===== src/rtl/slow_control_bit_shifter_pkg.sv =====
// slow_control_bit_shifter_pkg: shared sizes and state encoding for the slow-control bit shifter
package slow_control_bit_shifter_pkg;
   localparam int SC_BITS = 592;
   localparam int RS_BITS = 64;
   localparam int FIFO_WIDTH = 16;
   localparam int SC_WORDS_DEF = SC_BITS / FIFO_WIDTH;
   localparam int RS_WORDS_DEF = RS_BITS / FIFO_WIDTH;
   localparam logic [2:0] IDLE = 3'd0;
   localparam logic [2:0] FETCH = 3'd1;
   localparam logic [2:0] WAIT_DATA = 3'd2;
   localparam logic [2:0] SHIFT_LOW = 3'd3;
   localparam logic [2:0] SHIFT_HIGH = 3'd4;
   localparam logic [2:0] LOAD = 3'd5;
   localparam logic [2:0] DONE = 3'd6;
endpackage


===== src/rtl/slow_control_bit_shifter_divider.sv =====
// slow_clock_divider: half-period tick generator for the serial clock
// Ports: Clk, reset_n (sync, active low), Clear (holds counter at 0, no tick),
//        Tick (high on the last Clk cycle of every CLK_DIV_HALF-cycle half period)
module slow_clock_divider #(
   parameter int CLK_DIV_HALF = 4
) (
   input  logic Clk,
   input  logic reset_n,
   input  logic Clear,
   output logic Tick
);
   logic [7:0] count;
   assign Tick = !Clear && count == 8'(CLK_DIV_HALF - 1);
   always_ff @(posedge Clk)
      if (!reset_n || Clear || Tick) count <= '0;
      else count <= count + 8'd1;
endmodule


===== src/rtl/slow_control_bit_shifter.sv =====
// slow_control_bit_shifter: pops 16-bit FIFO words and shifts them MSB-first into the MICROROC slow-control register
// Ports: Clk, reset_n (sync, active low), SlowControlOrReadScopeSelect (0 SC / 1 read-scope),
//        ShiftStart, ExternalFifoEmpty/ReadEn/Data (FIFO pop side, data one cycle after ReadEn),
//        SrCk/SrIn/SrLoad (chip serial interface), SrOut (chip return), ShiftBusy, ShiftDone, ReadbackError.
// Optional: define SHIFT_READBACK_EN to compare SrOut against the bits shifted one full pass earlier.
module slow_control_bit_shifter
   import slow_control_bit_shifter_pkg::*;
#(
   parameter int CLK_DIV_HALF = 4,
   parameter int SC_WORDS = SC_WORDS_DEF,
   parameter int RS_WORDS = RS_WORDS_DEF,
   parameter int LOAD_CYCLES = 8
) (
   input  logic        Clk,
   input  logic        reset_n,
   input  logic        SlowControlOrReadScopeSelect,
   input  logic        ShiftStart,
   input  logic        ExternalFifoEmpty,
   output logic        ExternalFifoReadEn,
   input  logic [15:0] ExternalFifoData,
   output logic        SrCk,
   output logic        SrIn,
   output logic        SrLoad,
   input  logic        SrOut,
   output logic        ShiftBusy,
   output logic        ShiftDone,
   output logic        ReadbackError
);
   logic [2:0] state;
   logic [15:0] shreg;
   logic [4:0] bitCnt;
   logic [5:0] wordCnt, wordTarget;
   logic [7:0] loadCnt;
   logic tick, shifting, lastBit, lastWord;
   assign shifting = state == SHIFT_LOW || state == SHIFT_HIGH;
   assign lastBit = bitCnt == 5'd15;
   assign lastWord = wordCnt + 6'd1 == wordTarget;
   assign ExternalFifoReadEn = state == FETCH && !ExternalFifoEmpty;
   assign SrCk = state == SHIFT_HIGH;
   assign SrIn = shreg[15];
   assign SrLoad = state == LOAD;
   assign ShiftDone = state == DONE;
   assign ShiftBusy = state != IDLE && state != DONE;

   slow_clock_divider #(.CLK_DIV_HALF(CLK_DIV_HALF)) divider (
      .Clk(Clk),
      .reset_n(reset_n),
      .Clear(!shifting),
      .Tick(tick)
   );

   // The last bit of a word is not shifted out of shreg so SrIn holds through a FETCH stall.
   always_ff @(posedge Clk)
      if (!reset_n) begin
         state <= IDLE;
         shreg <= '0;
         bitCnt <= '0;
         wordCnt <= '0;
         wordTarget <= '0;
         loadCnt <= '0;
      end else begin
         case (state)
            IDLE:
               if (ShiftStart) begin
                  wordTarget <= SlowControlOrReadScopeSelect ? 6'(RS_WORDS) : 6'(SC_WORDS);
                  wordCnt <= '0;
                  bitCnt <= '0;
                  state <= FETCH;
               end
            FETCH: if (!ExternalFifoEmpty) state <= WAIT_DATA;
            WAIT_DATA: begin
               shreg <= ExternalFifoData;
               bitCnt <= '0;
               state <= SHIFT_LOW;
            end
            SHIFT_LOW: if (tick) state <= SHIFT_HIGH;
            SHIFT_HIGH:
               if (tick) begin
                  bitCnt <= bitCnt + 5'd1;
                  if (!lastBit) begin
                     shreg <= {shreg[14:0], 1'b0};
                     state <= SHIFT_LOW;
                  end else begin
                     wordCnt <= wordCnt + 6'd1;
                     loadCnt <= '0;
                     state <= lastWord ? LOAD : FETCH;
                  end
               end
            LOAD: begin
               loadCnt <= loadCnt + 8'd1;
               if (loadCnt == 8'(LOAD_CYCLES - 1)) state <= DONE;
            end
            DONE: state <= IDLE;
            default: state <= IDLE;
         endcase
      end

`ifdef SHIFT_READBACK_EN
   logic [SC_BITS-1:0] history;
   logic [9:0] passEdges, passLen;
   logic [15:0] readbackLine, lineNext;
   logic readScope, sampleEdge, histBit, unusedLineMsb;
   // A rising SrCk edge happens on the Clk edge that ends SHIFT_LOW.
   assign sampleEdge = state == SHIFT_LOW && tick;
   assign passLen = readScope ? 10'(RS_BITS) : 10'(SC_BITS);
   assign histBit = readScope ? history[RS_BITS-1] : history[SC_BITS-1];
   assign lineNext = {readbackLine[14:0], SrOut};
   assign unusedLineMsb = readbackLine[15];
   always_ff @(posedge Clk)
      if (!reset_n) begin
         history <= '0;
         passEdges <= '0;
         readbackLine <= '0;
         readScope <= 1'b0;
         ReadbackError <= 1'b0;
      end else begin
         if (state == IDLE && ShiftStart) begin
            ReadbackError <= 1'b0;
            readScope <= SlowControlOrReadScopeSelect;
         end
         if (sampleEdge) begin
            history <= {history[SC_BITS-2:0], SrIn};
            readbackLine <= lineNext;
            if (passEdges < 10'(SC_BITS)) passEdges <= passEdges + 10'd1;
            // Only once a full register length has gone in can SrOut echo a known bit.
            if (passEdges >= passLen && lineNext[0] != histBit) ReadbackError <= 1'b1;
         end
      end
`else
   logic unusedSrOut;
   assign unusedSrOut = SrOut;
   assign ReadbackError = 1'b0;
`endif
endmodule


===== config.mk =====
export PLATFORM = sky130hd
export DESIGN_NAME = slow_control_bit_shifter
export DESIGN_NICKNAME = d
export VERILOG_FILES = /design/src/rtl/slow_control_bit_shifter_pkg.sv /design/src/rtl/slow_control_bit_shifter_divider.sv /design/src/rtl/slow_control_bit_shifter.sv
export SDC_FILE = /design/constraint.sdc
export NUM_CORES = 1
export LEC_CHECK = 0
export BUFFER_PORTS_ARGS = -buffer_cell sky130_fd_sc_hd__buf_2
export CAP_MARGIN = 20
export CORE_AREA = 4 4 106 108
export DETAILED_ROUTE_END_ITERATION = 6
export DIE_AREA = 0 0 110 112
export GPL_ROUTABILITY_DRIVEN = 0
export GPL_TIMING_DRIVEN = 0
export SETUP_SLACK_MARGIN = 0.15
export SLEW_MARGIN = 15
export SYNTH_ARGS = -nofsm -noshare
export SYNTH_HDL_FRONTEND = slang
export SYNTH_SLANG_ARGS = --single-unit

===== constraint.sdc =====
create_clock -name Clk -period 3.5 [get_ports Clk]
set_input_delay 0.175 -clock Clk [delete_from_list [all_inputs] [get_ports Clk]]
set_output_delay 0.175 -clock Clk [all_outputs]
set_load 0.1 [all_outputs]

Word level (Yosys, flattened, before mapping)
Cells that the tools add are included.
{ "word_totals": {"ff_bits": 52, "latch_bits": 0, "ram_bits": 0, "rom_bits": 0, "in_bits": 22, "out_inout_bits": 7, "wordCells": 72, "mem_count": 0} }
{ "op_classes": {"add_sub_neg": 4, "mul": 0, "div_mod_pow": 0, "magnitude_cmp": 0, "n_eq_ne": 18, "n_shift": 0, "mux": 22, "n_bitwise": 0, "n_reduce_logical": 21} }
{ "op_table": {"columns": ["operator", "n"], "rows": [
  ["16-bit two-way mux", 2],
  ["16-bit one-hot mux with 2 select lines", 1],
  ["6-bit two-way mux", 4],
  ["3-bit two-way mux", 7],
  ["3-bit one-hot mux with 6 select lines", 1],
  ["8-bit by 1-bit adder with 8-bit output (second input constant)", 2],
  ["8-bit two-way mux", 2],
  ["8-bit one-hot mux with 2 select lines", 1],
  ["5-bit one-hot mux with 3 select lines", 1],
  ["6-bit one-hot mux with 2 select lines", 1],
  ["5-bit two-way mux", 2],
  ["3-bit equality test (second input constant)", 3],
  ["3-bit AND reduction", 3],
  ["8-bit by 2-bit equality test with 1-bit output (second input constant)", 1],
  ["8-bit by 3-bit equality test with 1-bit output (second input constant)", 1],
  ["2-bit by 1-bit inequality test with 1-bit output (second input constant)", 4],
  ["6-bit by 1-bit adder with 6-bit output (second input constant)", 1],
  ["3-bit by 2-bit equality test with 1-bit output (second input constant)", 2],
  ["6-bit equality test", 1],
  ["2-bit inequality test (second input constant)", 3],
  ["2-bit nonzero test", 3],
  ["3-bit nonzero test", 2],
  ["5-bit by 1-bit adder with 5-bit output (second input constant)", 1],
  ["5-bit by 4-bit equality test with 1-bit output (second input constant)", 1],
  ["other kinds (9)", 15]
]} }

Depth between registers and ports, before layout
Gate-level depths: netlist of run 1.
{ "depth": {"word_depth": 6, "mapped_depth": 8, "ltp_nobuf": 7} }

Cells and area by module
From an unflattened synthesis of run 1, not the netlist that was laid out.
{ "hier_totals": {"cells_unflattened": 306, "hier_area_um2": 2437.3} }
{ "modules_own_cells": {"columns": ["module", "n_inst", "cells_per_inst", "area_each_um2", "seq_area_each_um2"], "rows": [
  ["slow_control_bit_shifter", 1, 267, 2098.3, 800.8],
  ["slow_clock_divider", 1, 39, 339.1, 160.2]
]} }

Worst setup path before layout of run 1
No wires, ideal clock.
{ "synth_timing": {"kind": "register to output", "startpoint": "reg state[1]", "endpoint": "out ExternalFifoReadEn", "arrival_time_ns": 2.608, "required_ns": 3.325, "path_slack_ns": 0.717, "path_stages_with_launch": 4, "path_buffers": 1, "cell_sequence": "dfxtp_1 > buf_6 > nand2b_1 > nor3_1"} }
{ "synth_via": {"elab_chain_len": 2} }
{ "synth_rtl": {"columns": ["element", "line", "rtl"], "rows": [
  ["start: declaration", "slow_control_bit_shifter.sv:29", "logic [2:0] state;"],
  ["start signal: assignment", "slow_control_bit_shifter.sv:86", "state <= lastWord ? LOAD : FETCH;"],
  ["3-bit by 1-bit equality test with 1-bit output", "slow_control_bit_shifter.sv:38", "assign ExternalFifoReadEn = state == FETCH && !ExternalFifoEmpty;"],
  ["1-bit logical AND", "slow_control_bit_shifter.sv:38", null],
  ["end: declaration", "slow_control_bit_shifter.sv:19", "output logic ExternalFifoReadEn,"]
]} }
Every way passes these cells.

Worst setup path in the final report of run 1
{ "layout_timing": {"startpoint": "reg state[1]", "endpoint": "out SrCk"} }
{ "layout_via": {"elab_chain_len": 1} }
{ "layout_rtl": {"columns": ["element", "line", "rtl"], "rows": [
  ["3-bit equality test", "slow_control_bit_shifter.sv:39", "assign SrCk = state == SHIFT_HIGH;"],
  ["end: declaration", "slow_control_bit_shifter.sv:21", "output logic SrCk,"]
]} }
Every way passes these cells.

==> results of run 1 <==
-- area by class of cell --
| class | count | area [um^2] |
|---|---|---|
| Sequential cell | 48 | 961 |
| Tap cell | 136 | 170 |
| Multi-Input combinational cell | 227 | 1450 |
| Clock buffer | 7 | 86.3 |
| Fill cell | 1106 | 7320 |
| Timing Repair Buffer | 25 | 125 |
| Inverter | 4 | 15.0 |
| Buffer | 20 | 92.6 |
| Clock inverter | 1 | 7.51 |
-- report_power, final --
part	internal, W	switching, W	total (W)
sequential	0.000572	0.0000173	0.000589
combinational	0.0000697	0.000119	0.000188
clock	0.000161	0.000195	0.000356
total	0.000803	0.000331	0.00113
-- stage by stage --
stage	setup slack (ns)	hold slack [ns]	cells	power [W]	cell area, um^2
floorplan	0.717	0.271	299	0.000741	2520
global placement	1.11	0.358	460	0.000788	2820
detailed placement	1.09	0.366	460	0.000790	2820
CTS	1.01	0.0392	468	0.00115	2910
global route	0.837	0.0420	468	0.00119	2910
finish	0.991	0.0451	468	0.00113	2910
-- cell families after synthesis --
logic type	count (synthesis)
multiplexers	1
buffers and inverters	24
flip-flops	48
adder cells (fa/ha/maj)	5
other	1
XOR/XNOR	8
AO/OA/AOI/OAI	68
AND/OR/NAND/NOR	144
-- flip-flops by register name, indices dropped and copies added, names as in the netlist --
name	cells
divider.count	8
loadCnt	8
wordCnt	6
shreg	16
bitCnt	5
wordTarget	2
state	3
-- how the worst min path moves through the flow --
stage	depth (start not counted)	end	slack [ns]	startpoint
after detailed placement	2	wordTarget[0]	0.37	SlowControlOrReadScopeSelect
final	2	wordTarget[0]	0.05	SlowControlOrReadScopeSelect
after global routing	2	wordTarget[0]	0.04	SlowControlOrReadScopeSelect
after CTS	2	wordTarget[0]	0.04	SlowControlOrReadScopeSelect
after global placement	2	wordTarget[0]	0.36	SlowControlOrReadScopeSelect
after floorplan	1	wordTarget[0]	0.27	SlowControlOrReadScopeSelect
-- placed cells by master (no fill, tap or decap), types with 4 or more instances in the layout --
master / instances
dfxtp_1: 48
nand2_1: 44
buf_2: 27
nor2_1: 20
a21oi_1: 19
nand3b_1: 17
clkbuf_1: 15
o221a_2: 15
nand3_1: 14
o21ai_0: 11
or3_1: 9
xnor2_1: 6
clkbuf_8: 6
or4_1: 5
ha_1: 5
and2_1: 4
a31oi_1: 4
nand4_1: 4
-- worst max-delay path: cells and delay by family (launching register included) --
kind,cells,cell delay [ns]
DFF,1,0.31
buffers and inverters,4,1.31
and+or+nand+nor,1,0.41
-- cell usage after synthesis (all sizes together) (3+ instances only) --
master,number
dfxtp,48
nand2,44
nor2,21
a21oi,19
nand3b,17
o221a,15
clkbuf,14
nand3,14
o21ai,11
or3,9
buf,6
xnor2,6
a31oi,5
ha,5
or4,5
and2,4
inv,4
nand4,4
a311oi,3
a41oi,3
and3,3
nand2b,3
nand4b,3
nor3,3
nor3b,3
o31ai,3
-- metal layers --
metal | wire, um | vias to the layer above | track usage [%]
li1 | - | 1169 | -
met1 | 3070 | 1070 | 14.5
met2 | 2810 | 61 | 16.1
met3 | 471 | 0 | 2.78
met4 | 0 | 0 | 2.24
met5 | 0 | - | 0
==> summary.txt, run 1 <==
Status
  – Status: finished clean

Detailed routing
  – Vias/cell: 4.91
  – DRC: 0
  – DRT Pass-1 Iters: 5
  – Initial DRC Count: 181
  – Total number of vias: 2,300
  – Post-DRT Antenna Nets: 0
  – Drt total wl: 6350 um
  – WL/cell: 13.6 um

Power
  – Maximum vdd drop: 0.131 mV
  – Pwr/cell area: 389 nW/um^2
  – Leakage: 1.03 nW

Clock tree
  – # clock sinks: 48
  – Root buf cell: clkbuf_8
  – CTS max path bufs: 2
  – H-tree depth: 2
  – Post-CTS Setup Bufs: 0
  – # hold bufs at CTS: 0
  – Clk pin slew, worst setup/hold paths: 0.08 ns
  – TritonCTS Buffers: 5
  – CTS tree: done
  – Worst skew pair latency: 0.31 ns
  – Post-CTS Resized: 0

Finish
  – Antenna cell count: 0
  – Share of layout cells above drive strength 1: 18.4%
  – Fin util: 28.5%
  – P&R area growth vs syn: 15.4%
  – Final nets: 358

Worst setup path
  – Reg2Reg Depth: 8
  – Crit Path Max Fanout: 10
  – Reg2reg end: shreg[2]
  – Slowest cell on crit path: buf_2
  – WP data arrival: 2.33 ns
  – CP cell instances: buf_6, or3b_4, inv_2, buf_1, buf_2
  – CP startpoint: state[1]
  – Setup crit start kind: register
  – Crit Path Category: register to output pin
  – R2R setup slack: 1.01 ns
  – Critical Path RT: 3.32 ns
  – FF-to-FF Start: bitCnt[0]
  – Slowest stage delay, CP: 0.54 ns
  – Worst setup path endpoint: SrCk
  – Worst Setup End Kind: output pin

Global routing
  – Antenna violations before repair: 0
  – Tot GR Track Use: 10.5%
  – Pin count of the biggest net entering global routing: 15
  – Vias in the first global route: 2,256
  – Global-route wire length before repair: 10,700 um
  – Grt ovf: 0

Synth
  – Post-synth EDFFs: 0
  – Post-synthesis simple-gate area fraction: 31.8%
  – Synth Area in Adders: 2.48%
  – Largest family of logic cells by synthesized area: simple AND/OR/NAND/NOR gates
  – Syn_nets: 326
  – Mapped Cells: 299
  – Seq/Total Area, Yosys: 38.1%
  – Main flop type after synthesis: dfxtp_1
  – Yosys top cell by area: dfxtp_1
  – #FFs+latches synth: 48
  – Syn Std Cell Area: 2520 um^2
  – Post-synthesis mux area share: 0.397%
  – XOR/XNOR share of the synthesized area: 2.78%
  – Synth area leaders: dfxtp_1 (38%), o221a_2 (6.7%), nand2_1 (6.5%)
  – Synth Area in Compound Gates: 20.0%
  – Yosys warnings: 0
  – Top cell type's share of synthesized area: 38.1%
  – Synthesized area per cell: 8.44 um^2
  – Ys async rst share: 0%
  – Synth cell types: 51

Timing
  – Setup_tns: 0 ns
  – Period utilisation layout: 71.7%
  – Final Hold Viols: 0
  – Clk_skew: 0.00863 ns
  – Max-Slew Margin vs Limit: 45.9%
  – RSZ-0062 raised after global routing: no
  – Setup violators final: 0
  – Worst-Margin Slew: 0.801 ns
  – Fmax: 0.399 GHz
  – Fin crit period: 2.51 ns
  – Max Transition Viols Final: 0

Die
  – Row count: 37
  – Total core area: 10,200 um^2
  – Die height: 112 um
  – Die X: 110 um
  – Ports: 29
  – DIE AREA: 12,300 um^2
  – Initial Util: 24.7%

Placed design
  – I/O Buffers: 25
  – Hpwl dp: 4530 um

Min path
  – Hold WC Path Type: primary input to register

Job
  – Max Cap Viol: 0
No activity file was read; power rests on OpenSTA's default activity.
==> run 2: changes to the inputs <==
==> constraint.sdc (replaced) <==
create_clock -name Clk -period 2.4 [get_ports Clk]
set_input_delay 0.12 -clock Clk [delete_from_list [all_inputs] [get_ports Clk]]
set_output_delay 0.12 -clock Clk [all_outputs]
set_load 0.1 [all_outputs]
==> run 2 against run 1 <==
Net effect: clock skew fell by 0.0012 ns; hold slack improved by 0.063 ns; first-iteration DRC count rose by 28%; sequential share of layout area fell by 1.0 points; clock-buffer cell count fell by 1; combinational power rose by 59%; critical path depth fell by 1; critical endpoint unchanged; flip-flop and latch count did not move; non-clock buffer count rose by 5.
==> summary.txt, run 2 (synthesized netlist as in run 1, its figures left out) <==
Timing
  – Setup_tns: 0 ns
  – Setup violators final: 0
  – RSZ-0062 raised after global routing: no
  – Fmax: 0.464 GHz
  – Fin crit period: 2.15 ns
  – Worst-Margin Slew: 0.836 ns
  – Worst setup margin: 0.245 ns
  – Final Hold Viols: 0
  – Max-Slew Margin vs Limit: 43.5%
  – Clk_skew: 0.00743 ns
  – Max Transition Viols Final: 0
  – Period utilisation layout: 89.8%

Finish
  – Commonest non-fill, non-tap cell in the layout: dfxtp_1
  – Share of layout cells above drive strength 1: 22.0%
  – Filler cells: 1,077
  – Most flop-heavy register: shreg
  – Antenna cell count: 0
  – Fin util: 29.4%
  – Final instance area: 3000 um^2
  – Biggest regs: shreg (16), divider.count (8), loadCnt (8)
  – Largest register FFs: 16
  – Multi-input gate area: 1490 um^2
  – Register Area: 961 um^2
  – Final nets: 363
  – P&R area growth vs syn: 19.1%
  – Most frequent cells in the layout: dfxtp_1 (48), nand2_1 (44), buf_2 (25)

Worst setup path
  – Crit path buf inv count: 3
  – Critical Path RT: 2.28 ns
  – Crit Path Max Fanout: 10
  – WP data arrival: 2.03 ns
  – Crit path max-delay family: buffers and inverters
  – Slowest stage delay, CP: 0.44 ns
  – Slowest cell on crit path: dfxtp_1
  – CP cell instances: or3b_4, inv_2, clkdlybuf4s15_2, buf_6
  – Setup crit start kind: register
  – Worst Setup End Kind: output pin
  – Crit Path Category: register to output pin

Die
  – Die height: 112 um
  – Die X: 110 um
  – Row count: 37
  – Ports: 29
  – Initial Util: 24.7%
  – DIE AREA: 12,300 um^2
  – Total core area: 10,200 um^2

Min path
  – Hold WC Path Type: primary input to register

Placed design
  – Area of placed instances: 2830 um^2
  – Hpwl dp: 4590 um
  – I/O Buffers: 25
  – Pre-CTS setup slack: 0.00431 ns

Clock tree
  – CTS max path bufs: 2
  – Root buf cell: clkbuf_8
  – # clock sinks: 48
  – H-tree depth: 2
  – CTS tree: done
  – Clk pin slew, worst setup/hold paths: 0.09 ns
  – TritonCTS Buffers: 5
  – Worst skew pair latency: 0.30 ns

Global routing
  – Grt ovf: 0
  – Global-route wire length before repair: 10,600 um
  – Vias in the first global route: 2,174
  – Tot GR Track Use: 10.5%
  – Pin count of the biggest net entering global routing: 15
  – Antenna violations before repair: 0

Job
  – Max Cap Viol: 0

Detailed routing
  – DRC: 0
  – DRT Pass-1 Iters: 4
  – Initial DRC Count: 231
  – Vias/cell: 5.00
  – Post-DRT Antenna Nets: 0
  – WL/cell: 13.9 um
  – Total number of vias: 2,363
  – Drt total wl: 6570 um

Power
  – Final Power: 0.00167 W
  – Maximum vdd drop: 0.219 mV
  – Leakage: 1.08 nW
  – Pwr/cell area: 556 nW/um^2

Status
  – Status: finished clean
==> run 2: metrics by stage <==
| step | instances | hold WS (ns) |
|---|---|---|
| floorplan | 299 | 0.216 |
| global placement | 460 | 0.304 |
| detailed placement | 460 | 0.312 |
| CTS | 469 | 0.0925 |
| global route | 473 | 0.0883 |
| finish | 473 | 0.108 |
==> run 2: path summary, 6_finish.rpt <==
| kind | end | cells past startpoint | start | slack (ns) |
|---|---|---|---|---|
| worst max-delay path | SrCk | 4 | state[0] | 0.25 |
| worst min-delay path | shreg[0] | 3 | ExternalFifoData[0] | 0.11 |
| worst max register to register | shreg[9] | 8 | bitCnt[0] | 0.26 |
| worst min register to register | divider.count[0] | 1 | divider.count[0] | 0.45 |
==> run 2: final cells by class <==
type	instances	area share, %
Multi-Input combinational cell	227	49.5
Sequential cell	48	32.0
Timing Repair Buffer	30	5.79
Tap cell	136	5.66
Buffer	20	3.50
Clock buffer	6	2.75
Inverter	4	0.500
Clock inverter	2	0.333
==> run 2: where the power goes <==
group / switching (W) / internal (W) / leakage [nW] / total [W]
logic: 0.000181 / 0.000117 / 0.638 / 0.000298
registers: 0.0000273 / 0.000834 / 0.389 / 0.000861
clock network: 0.000282 / 0.000231 / 0.0510 / 0.000512
total: 0.000489 / 0.00118 / 1.08 / 0.00167
==> run 2: per-layer routing <==
metal	wire (um)	part of all wire, %	global-route usage (%)
met1	3240	49	15.2
met2	2900	44	15.3
met4	55	0.84	3.24
met5	0	0	0
met3	378	5.8	2.55
==> run 2: tightest hold or removal path, cell delays in order <==
cell and delay, ns:
buf_2 0.11, nand3b_1 0.08, a21oi_1 0.06
==> run 2: timing repair <==
| action | in CTS | in global routing |
|---|---|---|
| hold endpoints to repair | 1 | 0 |
| gates resized for setup | 6 | 9 |
| pin swaps | 0 | 3 |
| endpoints found under the setup margin | 12 | 29 |
| setup buffers | 0 | 4 |
| hold buffers | 1 | 0 |
| gates cloned | 0 | 0 |
==> run 3: changes to the inputs <==
--- a/config.mk
+++ b/config.mk
@@ -7,9 +7,9 @@
 export LEC_CHECK = 0
 export BUFFER_PORTS_ARGS = -buffer_cell sky130_fd_sc_hd__buf_2
 export CAP_MARGIN = 20
-export CORE_AREA = 4 4 106 108
+export CORE_AREA = 2 2 104 106
 export DETAILED_ROUTE_END_ITERATION = 6
-export DIE_AREA = 0 0 110 112
+export DIE_AREA = 0 0 106 108
 export GPL_ROUTABILITY_DRIVEN = 0
 export GPL_TIMING_DRIVEN = 0
 export SETUP_SLACK_MARGIN = 0.15
==> run 3 against run 2 <==
Net effect: flip-flop and latch count stayed put; cell count is 0.42% lower; highest routed layer unchanged; clock skew is 0.0015 ns higher; routed wire length is 0.26% lower; utilization is 0.38 points higher; non-clock buffer count is 1 lower; critical endpoint unchanged.
==> summary.txt, run 3 (synthesized netlist as in run 1, its figures left out) <==
Status
  – Status: finished clean

Clock tree
  – Worst skew pair latency: 0.30 ns
  – H-tree depth: 2
  – CTS tree: done
  – Root buf cell: clkbuf_8
  – TritonCTS Buffers: 5
  – CTS max path bufs: 2
  – Clk pin slew, worst setup/hold paths: 0.09 ns
  – # clock sinks: 48

Timing
  – Worst-Margin Slew: 0.876 ns
  – Max Transition Viols Final: 0
  – Fin crit period: 2.14 ns
  – Setup violators final: 0
  – Max-Slew Margin vs Limit: 40.8%
  – Clk_skew: 0.00895 ns
  – Fmax: 0.468 GHz
  – Period utilisation layout: 89.1%
  – Final Hold Viols: 0
  – RSZ-0062 raised after global routing: no
  – Setup_tns: 0 ns

Worst setup path
  – WP data arrival: 2.02 ns
  – Crit Path Max Fanout: 10
  – Crit path buf inv count: 3
  – Crit Path Category: register to output pin
  – Slowest cell on crit path: dfxtp_1
  – Slowest stage delay, CP: 0.44 ns
  – Setup crit start kind: register
  – Crit path max-delay family: buffers and inverters
  – CP cell instances: or3b_4, inv_2, clkdlybuf4s15_2, buf_6
  – Worst Setup End Kind: output pin
  – Critical Path RT: 2.28 ns

Placed design
  – Hpwl dp: 4580 um
  – Area of placed instances: 2830 um^2
  – I/O Buffers: 25

Detailed routing
  – Met2 wire length: 2950 um
  – Total number of vias: 2,335
  – Routed wl met3: 249 um
  – DRT met1 WL: 3310 um
  – Post-DRT Antenna Nets: 0
  – DRC: 0
  – Initial DRC Count: 272
  – DRT Pass-1 Iters: 4
  – Top Metal Used: met4
  – WL/cell: 13.9 um
  – Drt total wl: 6550 um
  – Vias/cell: 4.96

Global routing
  – Vias in the first global route: 2,212
  – Grt ovf: 0
  – Global-route wire length before repair: 11,000 um
  – Antenna violations before repair: 1
  – Pin count of the biggest net entering global routing: 15
  – Tot GR Track Use: 11.7%

Finish
  – Commonest non-fill, non-tap cell in the layout: dfxtp_1
  – Most flop-heavy register: shreg
  – Biggest regs: shreg (16), divider.count (8), loadCnt (8)
  – Final nets: 362
  – P&R area growth vs syn: 20.6%
  – Final instance area: 3040 um^2
  – Antenna cell count: 0
  – Largest register FFs: 16
  – Most frequent cells in the layout: dfxtp_1 (48), nand2_1 (44), buf_2 (25)
  – Share of layout cells above drive strength 1: 21.5%

Power
  – Leakage: 1.09 nW
  – Maximum vdd drop: 0.224 mV
  – Pwr/cell area: 603 nW/um^2

Die
  – Initial Util: 24.7%
  – Die X: 106 um
  – Row count: 37
  – Total core area: 10,200 um^2
  – DIE AREA: 11,400 um^2
  – Ports: 29
  – Die height: 108 um

Job
  – Max Cap Viol: 0

Min path
  – Hold WC Path Type: primary input to register
run 3: per-layer routing:
metal	vias to the layer above	global-route usage, %
met5	-	0
met3	5	2.47
met1	1114	16.3
met2	43	18.9
met4	0	2.26
li1	1173	-
run 3: final cells by class:
type                            count  area, um^2
Sequential cell                    48         961
Clock inverter                      2        60.1
Buffer                             20         109
Timing Repair Buffer               29         166
Multi-Input combinational cell    227        1490
Clock buffer                        5        68.8
Fill cell                        1096        7190
Tap cell                          136         170
Inverter                            4        15.0
run 3: per-stage QoR:
stage / setup slack (ns) / total power (W) / hold slack (ns) / util (%) / instances
after floorplan: 0.290 / 0.00108 / 0.216 / - / 299
after global placement: 0.0211 / 0.00115 / 0.303 / 27.7 / 460
after detailed placement: 0.0410 / 0.00115 / 0.306 / 27.7 / 460
after CTS: 0.156 / 0.00184 / 0.103 / 29.3 / 468
after global routing: 0.158 / 0.00192 / 0.100 / 29.7 / 471
final: 0.261 / 0.00184 / 0.106 / 29.7 / 471
run 3: timing repair:
item / CTS / global route
pin swaps: 0 / 2
hold endpoints to repair: 1 / 0
setup endpoints to repair: 12 / 24
setup buffers: 0 / 3
hold buffers: 1 / 0
gates resized for setup: 7 / 9
run 3: path summary, 6_finish.rpt:
path	end	from	depth (start not counted)	slack (ns)
setup / recovery	SrCk	state[0]	4	0.26
hold / removal	shreg[0]	ExternalFifoData[0]	3	0.11
setup reg to reg	shreg[1]	bitCnt[0]	8	0.26
hold reg to reg	divider.count[0]	divider.count[0]	1	0.46
run 3: where the power goes:
group / internal [W] / switching (W)
combinational: 0.000114 / 0.000181
clock: 0.000410 / 0.000270
sequential: 0.000834 / 0.0000265
run 3: worst reg2reg max path, stage by stage (launching register included):
cell and delay, ns:
dfxtp_1 0.34, ha_1 0.23, and3_1 0.20, ha_2 0.23, nor3b_4 0.28, a31oi_4 0.19, nor2_4 0.25, buf_6 0.17
o221a_2 0.19
